[config.mk]
export PLATFORM = sky130hd
export DESIGN_NAME = rs_output_sequencer
export DESIGN_NICKNAME = d
export VERILOG_FILES = /design/src/rtl/rs_output_sequencer.sv
export SDC_FILE = /design/constraint.sdc
export NUM_CORES = 1
export LEC_CHECK = 0
export BUFFER_PORTS_ARGS = -buffer_cell sky130_fd_sc_hd__buf_4
export CORE_AREA = 2 2 47 49
export DETAILED_ROUTE_END_ITERATION = 10
export DIE_AREA = 0 0 49 51
export GPL_ROUTABILITY_DRIVEN = 0
export GPL_TIMING_DRIVEN = 1
export PLACE_DENSITY = 0.72
export SKIP_CTS_REPAIR_TIMING = 1
export SYNTH_ARGS = -nofsm -noshare
export SYNTH_HDL_FRONTEND = slang
export SYNTH_SLANG_ARGS = --single-unit
[constraint.sdc]
create_clock -name CLK -period 1.6 [get_ports CLK]
set_input_delay 0.32 -clock CLK [delete_from_list [all_inputs] [get_ports CLK]]
set_output_delay 0.32 -clock CLK [all_outputs]
set_load 0.05 [all_outputs]
[src/rtl/rs_output_sequencer.sv]
// rs_output_sequencer: walks the 15 symbol positions of an RS(15,11) codeword
// from index 14 down to 0 and drives the back-end output mux. At each position
// the mux takes the raw symbol (IN1) or the corrected symbol (IN2). The choice
// comes from the error locations latched at START.
// Optional build macro: RS_SEQ_PARITY_STRIP_EN -- stream data symbols 14..4 only.
module rs_output_sequencer #(
  parameter int N_SYMBOLS = 15,
  parameter int K_SYMBOLS = 11,
  parameter int IDX_W     = 4
) (
  input  logic             CLK,
  input  logic             RST,
  input  logic             START,
  input  logic [1:0]       ERR_CNT,
  input  logic [IDX_W-1:0] ERR_LOC0,
  input  logic [IDX_W-1:0] ERR_LOC1,
  input  logic             READY,
  output logic [IDX_W-1:0] SYM_IDX,
  output logic [1:0]       MUX_CTRL,
  output logic             OUT_VALID,
  output logic             BUSY,
  output logic             DONE,
  output logic             UNCORR
);

`ifdef RS_SEQ_PARITY_STRIP_EN
  localparam bit STRIP = 1'b1;
`else
  localparam bit STRIP = 1'b0;
`endif

  // Lowest position streamed: 0 normally, first data symbol when parity is stripped
  localparam int               LAST_IDX = STRIP ? (N_SYMBOLS - K_SYMBOLS) : 0;
  localparam logic [IDX_W-1:0] IDX_FIRST = IDX_W'(N_SYMBOLS - 1);
  localparam logic [IDX_W-1:0] IDX_LAST  = IDX_W'(LAST_IDX);

  localparam logic [1:0] MUX_RAW  = 2'b00;
  localparam logic [1:0] MUX_CORR = 2'b01;
  localparam logic [1:0] MUX_HOLD = 2'b10;

  typedef enum logic [1:0] {S_IDLE, S_STREAM, S_FLUSH} state_t;

  state_t           state, state_nxt;
  logic [1:0]       cnt;
  logic [IDX_W-1:0] loc0, loc1;
  logic             advance, last_adv, match;

  assign advance  = (state == S_STREAM) && READY;
  assign last_adv = advance && (SYM_IDX == IDX_LAST);

  // SYM_IDX only ranges over [IDX_LAST..14] while streaming. Locations above
  // 14, or in a stripped parity region, therefore can never equal it.
  assign match = ((cnt == 2'd1 || cnt == 2'd2) && loc0 == SYM_IDX) ||
                 ((cnt == 2'd2) && loc1 == SYM_IDX);

  // State register
  always_ff @(posedge CLK) begin
    if (RST) state <= S_IDLE;
    else     state <= state_nxt;
  end

  // Next-state logic: START is only honoured from IDLE
  always_comb begin
    state_nxt = state;
    case (state)
      S_IDLE:   if (START)    state_nxt = S_STREAM;
      S_STREAM: if (last_adv) state_nxt = S_FLUSH;
      S_FLUSH:                state_nxt = S_IDLE;
      default:                state_nxt = S_IDLE;
    endcase
  end

  // Mux control: select only on an advancing STREAM cycle, otherwise hold
  always_comb begin
    MUX_CTRL = MUX_HOLD;
    if (advance) MUX_CTRL = match ? MUX_CORR : MUX_RAW;
  end

  // Frame datapath: error-info latch, symbol index, and the status flags
  // registered in step with the mux output register
  always_ff @(posedge CLK) begin
    if (RST) begin
      SYM_IDX   <= '0;
      cnt       <= '0;
      loc0      <= '0;
      loc1      <= '0;
      OUT_VALID <= 1'b0;
      BUSY      <= 1'b0;
      DONE      <= 1'b0;
      UNCORR    <= 1'b0;
    end else begin
      OUT_VALID <= advance;
      DONE      <= last_adv;
      case (state)
        S_IDLE: begin
          if (START) begin
            cnt     <= ERR_CNT;
            loc0    <= ERR_LOC0;
            loc1    <= ERR_LOC1;
            SYM_IDX <= IDX_FIRST;
            BUSY    <= 1'b1;
            UNCORR  <= (ERR_CNT == 2'd3);
          end
        end
        S_STREAM: begin
          // Parks at 0 after the last symbol so the index never wraps
          if (advance) SYM_IDX <= last_adv ? '0 : SYM_IDX - IDX_W'(1);
        end
        S_FLUSH: BUSY <= 1'b0;
        default: ;
      endcase
    end
  end

endmodule
* Word level (Yosys, flattened, before mapping)
Index checks and enable logic that the tools add are counted.
Storage, ports and cells: register bits after elaboration 20, input port bits 14, output and inout bits 10, word-level logic and storage cells 45
Operators by class: $add $sub $neg 1, eq/ne operators 10, multiplexer cells 11, reduce and logical (&&, ||, !) cells 14
Operators with widths (count):
- $mux 4 | 3
- $eq 4x4->1 | 2
- $pmux 4 s2 | 1
- $eq 2x2->1 const B | 3
- $mux 2 | 3
- $ne 2x2->1 const B | 3
- $reduce_and 2->1 | 3
- $eq 2x1->1 const B | 2
- $logic_and 1x1->1 | 4
- $logic_not 4->1 | 1
- $pmux 2 s2 | 1
- $reduce_bool 2->1 | 2
- $sub 4x1->4 const B | 1
- $reduce_and 3->1 | 1
- $logic_not 2->1 | 1
- $logic_or 1x1->1 | 2
- $mux 1 | 2
- $pmux 1 s2 | 1

* Longest topological paths before layout
Gate-level depths: netlist (run 1).
depth after elaboration 6, mapped depth 5

* Worst setup path after synthesis (run 1)
Ideal clock, no wire load.
kind register to output, start point reg state[1], end point out MUX_CTRL[0], arrival 1.718 ns, slack -0.438 ns, stages on the path, launching flop included 5, buffers on the path 1, cell sequence dfxtp_1 > buf_6 > nand3b_2 > nor4_1 > a32o_1
Between the ends: cells in the longest elaborated chain, start to end 3
RTL lines:
- from (decl) | line 43 | state_t state, state_nxt;
- from (signal assigned) | line 59 | else state <= state_nxt;
- $eq 2x1->1 | line 48 | assign advance = (state == S_STREAM) && READY;
- $logic_and 1x1->1 | line 48
- $mux 2 | line 76 | if (advance) MUX_CTRL = match ? MUX_CORR : MUX_RAW;
- to (decl) | line 19 | output logic [1:0] MUX_CTRL,
No other way between the ends.

* Final worst setup path (run 1)
start point reg loc1[3], end point out MUX_CTRL[0]
Between the ends: cells in the longest elaborated chain, start to end 5
RTL lines:
- from (decl) | line 45 | logic [IDX_W-1:0] loc0, loc1;
- from (signal assigned) | line 86 | loc1 <= '0;
- from (signal assigned) | line 99 | loc1 <= ERR_LOC1;
- $eq 4x4->1 | line 54 | ((cnt == 2'd2) && loc1 == SYM_IDX);
- $logic_and 1x1->1 | line 54
- $logic_or 1x1->1 | line 53 | assign match = ((cnt == 2'd1 || cnt == 2'd2) && loc0 == SYM_IDX) ||
- $mux 1 | line 76
- $mux 2 | line 76
No other way between the ends.

==> summary.md, run 1 <==
| Metric | Value |
|---|---|
| Status | `finished with violations` |
| Failing checks | `negative setup slack` |
| Filler instances | `200` |
| Tightest Pin Transition | `0.414 ns` |
| Die Y | `51 um` |
| CTS tree | `built` |
| Global-route wire length before repair | `~3400 um` |
| All-layer global routing usage | `roughly 18%` |
| Synthesized area | `931 um2` |
| Initial Utilization | `between 40% and 50%` |
| TNS Setup | `-0.181 ns` |
| TritonCTS buffer count | `3` |
| Final slew viol count | `0` |
| Hold_sp | `ERR_LOC1[3]` |
| Via density | `5.13` |
| Post-synth ARST share | `0%` |
| Most frequent cells in the layout | `buf_4 (28), nand2_1 (21), dfxtp_1 (14)` |
| Via count | `836` |
| Die X | `49 um` |
| P&R area growth vs syn | `32.7%` |
| Overall power | `between 1 and 1.5 mW` |
| Synth Net Count | `between 100 and 150` |
| DR iter-0 viols | `8` |
| Max-slew headroom | `71.6%` |
| CP Launch Point | `loc1[3]$_SDFFE_PP0P_` |
| Synth Warn # | `0` |
| GRT overflow | `0` |
| Placed Instances | `158` |
| WL final | `1990 um` |
| Initial antenna violation count | `0` |
| Skew final | `~0.0017 ns` |
| Setup crit start kind | `flop` |
| First-pass DRT Iterations | `4` |
| Critical Path AT | `1.46 ns` |
| IO Pins | `24` |
| DRT antenna net count | `0` |
| FF-to-FF Start | `SYM_IDX[0]$_SDFFE_PP0P_` |
| Mapped Cells | `108` |
| Tmin final | `1.78 ns` |
| EDFF count, synth | `0` |
| Min-delay worst type | `input pin to flop` |
| FP Rows | `17` |
| Setup slack, reg-to-reg | `0.18 ns` |
| # nets final | `154` |
| Clk Latency, worst-skew pair | `0.30 ns` |
| Final Cycle Share | `111%` |
| PD cells | `939 mW/mm2` |
| RSZ-0062 raised after global routing | `yes` |
| Setup-failing EPs final | `1` |
| Max-cap violations | `0` |
| Crit path kind | `flop to output port` |
| N_diodes | `0` |
| Post-Layout Cell Count | `approximately 160` |
| Die ar. | `0.00250 mm2` |
| Core Region | `around 0.0021 mm2` |
| Distinct cell type count after synthesis | `33` |
| Post-synthesis sequential area ratio | `43.0%` |
| Vias in the first global route | `786` |
| Clock Tree Root | `clkbuf_4` |
| Worst-path fanout max | `2` |
| Wire per inst | `12.2 um` |
| Share of post-route cells with drive strength above 1 | `32.6%` |
| Post-DP HPWL | `between 1000 and 1500 um` |
| WP data required | `~1.3 ns` |
| Syn_area_per_cell | `8.62 um2` |
| Most common cell after layout, fill and taps aside | `buf_4` |
| Maximum root-to-sink buffer count | `2` |
| Port Buf Inserts | `23` |
| Main synth FF type | `dfxtp_1` |
| Reg clk slew, reported paths | `roughly 0.10 ns` |
| Worst ir drop on vdd | `approximately 0.00052 V` |
| Final Hold Fails | `0` |
| Crit. End Element | `output port` |
| CTS Sinks | `20` |
| Fmax | `around 560 MHz` |
| Pin count of the biggest net entering global routing | `21` |
| LEAKAGE | `0.547 nW` |
| Flops & latches, synth | `20` |
| DR DRC count | `0` |
| H-tree levels | `1` |
| Final WS setup | `-0.181 ns` |
==> path summary, 6_finish.rpt <==
check	depth (start not counted)	end
max reg2reg	5	SYM_IDX[0]$_SDFFE_PP0P_
min reg2reg	2	UNCORR$_SDFFE_PP0P_
min	3	loc1[3]$_SDFFE_PP0P_
max	4	MUX_CTRL[0]
==> layout make-up <==
type / count / area [um2] / area share (%)
repair buffers: 29 / 225 / 18.2
inverters: 5 / 18.8 / 1.52
flip-flops and latches: 20 / 410 / 33.2
multi-input cells: 78 / 523 / 42.4
clock buffers: 3 / 22.5 / 1.82
well taps: 28 / 35.0 / 2.84
==> logic make-up (layout without fill, tap and decap cells) <==
| family | after synthesis | after routing | synth area share [%] |
|---|---|---|---|
| DFF | 20 | 20 | 43.0 |
| and+or+nand+nor | 42 | 42 | 23.4 |
| muxes | 1 | 1 | 1.08 |
| xor gates and xnor gates | 8 | 8 | 7.53 |
| buffers and inverters | 10 | 37 | 5.11 |
| AOI/OAI and AO/OA | 24 | 24 | 15.9 |
| adders and majority gates | 3 | 3 | 4.03 |
==> flip-flops by register name (all words and copies together) (netlist names) <==
signal,flops
SYM_IDX,4
loc0,4
loc1,4
cnt,2
state,2
BUSY,1
DONE,1
OUT_VALID,1
UNCORR,1
==> power breakdown <==
part,internal [mW],leakage [nW],total (mW),switching (mW)
logic,0.142,0.367,0.345,0.203
registers,0.540,0.167,0.578,0.0383
clock network,0.0878,0.0138,0.236,0.148
==> routing by layer <==
layer | vias to the layer above | routed length, um | GRT usage [%]
li1 | 429 | - | -
met1 | 391 | 895 | 21.5
met3 | 3 | 55 | 3.51
met5 | - | 0 | 0
met2 | 13 | 1020 | 30.4
met4 | 0 | 22 | 7.14
==> worst max-delay path, stage by stage (launching register included) <==
cell	delay, ns
dfxtp_2	0.35
xor2_2	0.19
nor4_4	0.26
a32o_2	0.22
buf_8	0.14
==> synth_stat cells (3+ instances only) <==
| master | instances | area share (%) |
|---|---|---|
| a21oi_1 | 13 | 7.0 |
| nor3b_1 | 3 | 2.4 |
| ha_1 | 3 | 4.0 |
| nand2_1 | 21 | 8.5 |
| nor2_1 | 4 | 1.6 |
| xor2_1 | 7 | 6.6 |
| dfxtp_1 | 20 | 43 |
| inv_1 | 5 | 2.0 |
==> metrics by stage <==
| stage | setup WS [ns] | utilization (%) | cell area [um2] | hold WS, ns |
|---|---|---|---|---|
| finish | -0.181 | 59.9 | 1230 | 0.255 |
| global route | -0.274 | 59.9 | 1230 | 0.259 |
| CTS | -0.216 | 57.0 | 1180 | 0.253 |
| detailed placement | 0.132 | 55.9 | 1150 | 0.448 |
| global placement | 0.130 | 55.9 | 1150 | 0.440 |
| floorplan | -0.00798 | - | 945 | 0.436 |
Power figures use the tool's default switching activity.
==> inputs of run 2 (changes only) <==
==> constraint.sdc (replaced) <==
create_clock -name CLK -period 1.6 [get_ports CLK]
set_input_delay 0.32 -clock CLK [delete_from_list [all_inputs] [get_ports CLK]]
set_output_delay 0.32 -clock CLK [all_outputs]
set_load 0.01 [all_outputs]
==> run 2 against run 1 <==
Against the previous run:
- the run still ends with negative setup slack left
- first-iteration DRC count rose to 2.6 times the previous value
- global-route usage rose by 0.12 points
- register-to-register slack improved by 0.02 ns
- cell count did not move
- die area did not move
- sequential cell count did not move
- final area rose by 0.81%
- setup slack improved by 0.031 ns
- critical endpoint unchanged
- largest cell class unchanged
- highest routed layer unchanged
==> summary.md, run 2 (synthesis results as in run 1) <==
| Metric | Value |
|---|---|
| P&R area growth vs syn | `33.7%` |
| DR DRC count | `0` |
| Most common cell after layout, fill and taps aside | `buf_4` |
| Buf+Inv Stages, Crit Path | `1` |
| Clock Tree Root | `clkbuf_4` |
| Global-route wire length before repair | `approximately 3300 um` |
| Crit-path leading delay family | `flip-flops` |
| Crit path cell chain | `xor2_1 -> nor4_2 -> a32o_2 -> buf_6` |
| CTS tree | `built` |
| Die X | `~49 um` |
| Leading registers by flop count | `SYM_IDX: 4 flops, loc0: 4 flops, loc1: 4 flops` |
| CTS Sinks | `20` |
| Worst-path fanout max | `2` |
| Port Buf Inserts | `23` |
| Max-slew headroom | `about three quarters` |
| Hold_sp | `ERR_LOC0[1]` |
| Setup crit start kind | `flop` |
| PD cells | `between 1000 and 1500 mW/mm2` |
| Wire per inst | `between 10 and 15 um` |
| Worst hold path depth | `3` |
| TritonCTS buffer count | `3` |
| Setup slack, reg-to-reg | `0.20 ns` |
| IO Pins | `24` |
| Max stage delay cell, worst path | `dfxtp_2` |
| Tmin final | `between 1.5 and 2 ns` |
| Crit. End Element | `output port` |
| CP Launch Point | `loc1[3]$_SDFFE_PP0P_` |
| Share of post-route cells with drive strength above 1 | `33.3%` |
| Post-DP HPWL | `1470 um` |
| Failing checks | `negative setup slack` |
| Worst Reg-to-Reg Cells | `5` |
| Filler instances | `188` |
| Final slew viol count | `0` |
| Worst ir drop on vdd | `around 0.00067 V` |
| LEAKAGE | `between 0.5 and 0.6 nW` |
| Via count | `855` |
| WL final | `2150 um` |
| Setup-failing EPs final | `1` |
| FF-to-FF Start | `SYM_IDX[0]$_SDFFE_PP0P_` |
| Clk Latency, worst-skew pair | `0.30 ns` |
| Most frequent cells in the layout | `buf_4 (27), nand2_1 (21), dfxtp_1 (14)` |
| Via density | `5.25` |
| WP data required | `about 1.3 ns` |
| Final Hold Fails | `0` |
| TNS Setup | `-0.150 ns` |
| Max-cap violations | `0` |
| Die ar. | `between 0.002 and 0.0025 mm2` |
| DR iter-0 viols | `21` |
| Placed Instances | `159` |
| Die Y | `between 50 and 60 um` |
| Vias in the first global route | `781` |
| Final WS setup | `-0.150 ns` |
| Area of the multi-input gates | `512 um2` |
| Reg clk slew, reported paths | `0.12 ns` |
| Status | `finished with violations` |
| All-layer global routing usage | `17.7%` |
| FP Rows | `17` |
| Min-delay worst type | `input pin to flop` |
| Pin count of the biggest net entering global routing | `21` |
| Final Cycle Share | `109%` |
| # nets final | `153` |
| GRT overflow | `0` |
| First-pass DRT Iterations | `4` |
| Tightest Pin Transition | `0.393 ns` |
| H-tree levels | `1` |
| Register area | `~410 um2` |
| Skew final | `around 0.0064 ns` |
| Slowest stage delay, CP | `about 0.35 ns` |
| Core Region | `0.00206 mm2` |
| Worst R2R End | `SYM_IDX[0]$_SDFFE_PP0P_` |
| Hold EP | `loc0[1]$_SDFFE_PP0P_` |
| Initial Utilization | `45.1%` |
| Critical Path AT | `1.43 ns` |
| RSZ-0062 raised after global routing | `yes` |
| DRT antenna net count | `0` |
| Initial antenna violation count | `0` |
| Maximum root-to-sink buffer count | `2` |
| Post-Layout Cell Count | `163` |
| Crit path kind | `flop to output port` |
| N_diodes | `0` |
| Fmax | `~570 MHz` |
## run 2: power breakdown
part | switching, mW | internal, mW
clock network | 0.162 | 0.253
registers | 0.0419 | 0.540
logic | 0.140 | 0.134
## run 2: cell type report
type,instances,area share [%]
Inverter,5,1.51
Clock inverter,1,2.41
Timing Repair Buffer,28,17.2
Sequential cell,20,33.2
Multi-Input combinational cell,78,41.1
Clock buffer,3,1.81
Tap cell,28,2.81
## run 2: worst max path at each step
stage	to	slack, ns	cells after the start
6_report	MUX_CTRL[0]	-0.15	4
5_1_grt	MUX_CTRL[0]	-0.23	4
4_1_cts	MUX_CTRL[0]	-0.22	4
3_5_place_dp	MUX_CTRL[0]	0.12	5
3_3_place_gp	MUX_CTRL[0]	0.16	5
2_1_floorplan	MUX_CTRL[0]	0.06	4
## run 2: routing by layer
layer  track usage [%]  wire length, um
met3              3.22              122
met5                 0                0
met1              20.4              910
met4              11.9               61
met2              30.1             1050
## run 2: per-stage QoR
step	hold slack, ns	instance area (um2)	total power, mW	utilization, %	setup WS (ns)
final	0.248	1240	1.27	60.3	-0.150
after global routing	0.246	1240	1.34	60.3	-0.230
after floorplan	0.436	931	0.735	-	0.0640
after detailed placement	0.449	1150	0.843	55.6	0.124
after global placement	0.443	1150	0.836	55.6	0.161
after CTS	0.237	1200	1.26	58.2	-0.223
## run 2: tightest hold or removal path: stages
cell,delay [ns]
buf_4,0.11
nand2_1,0.04
a21oi_1,0.05
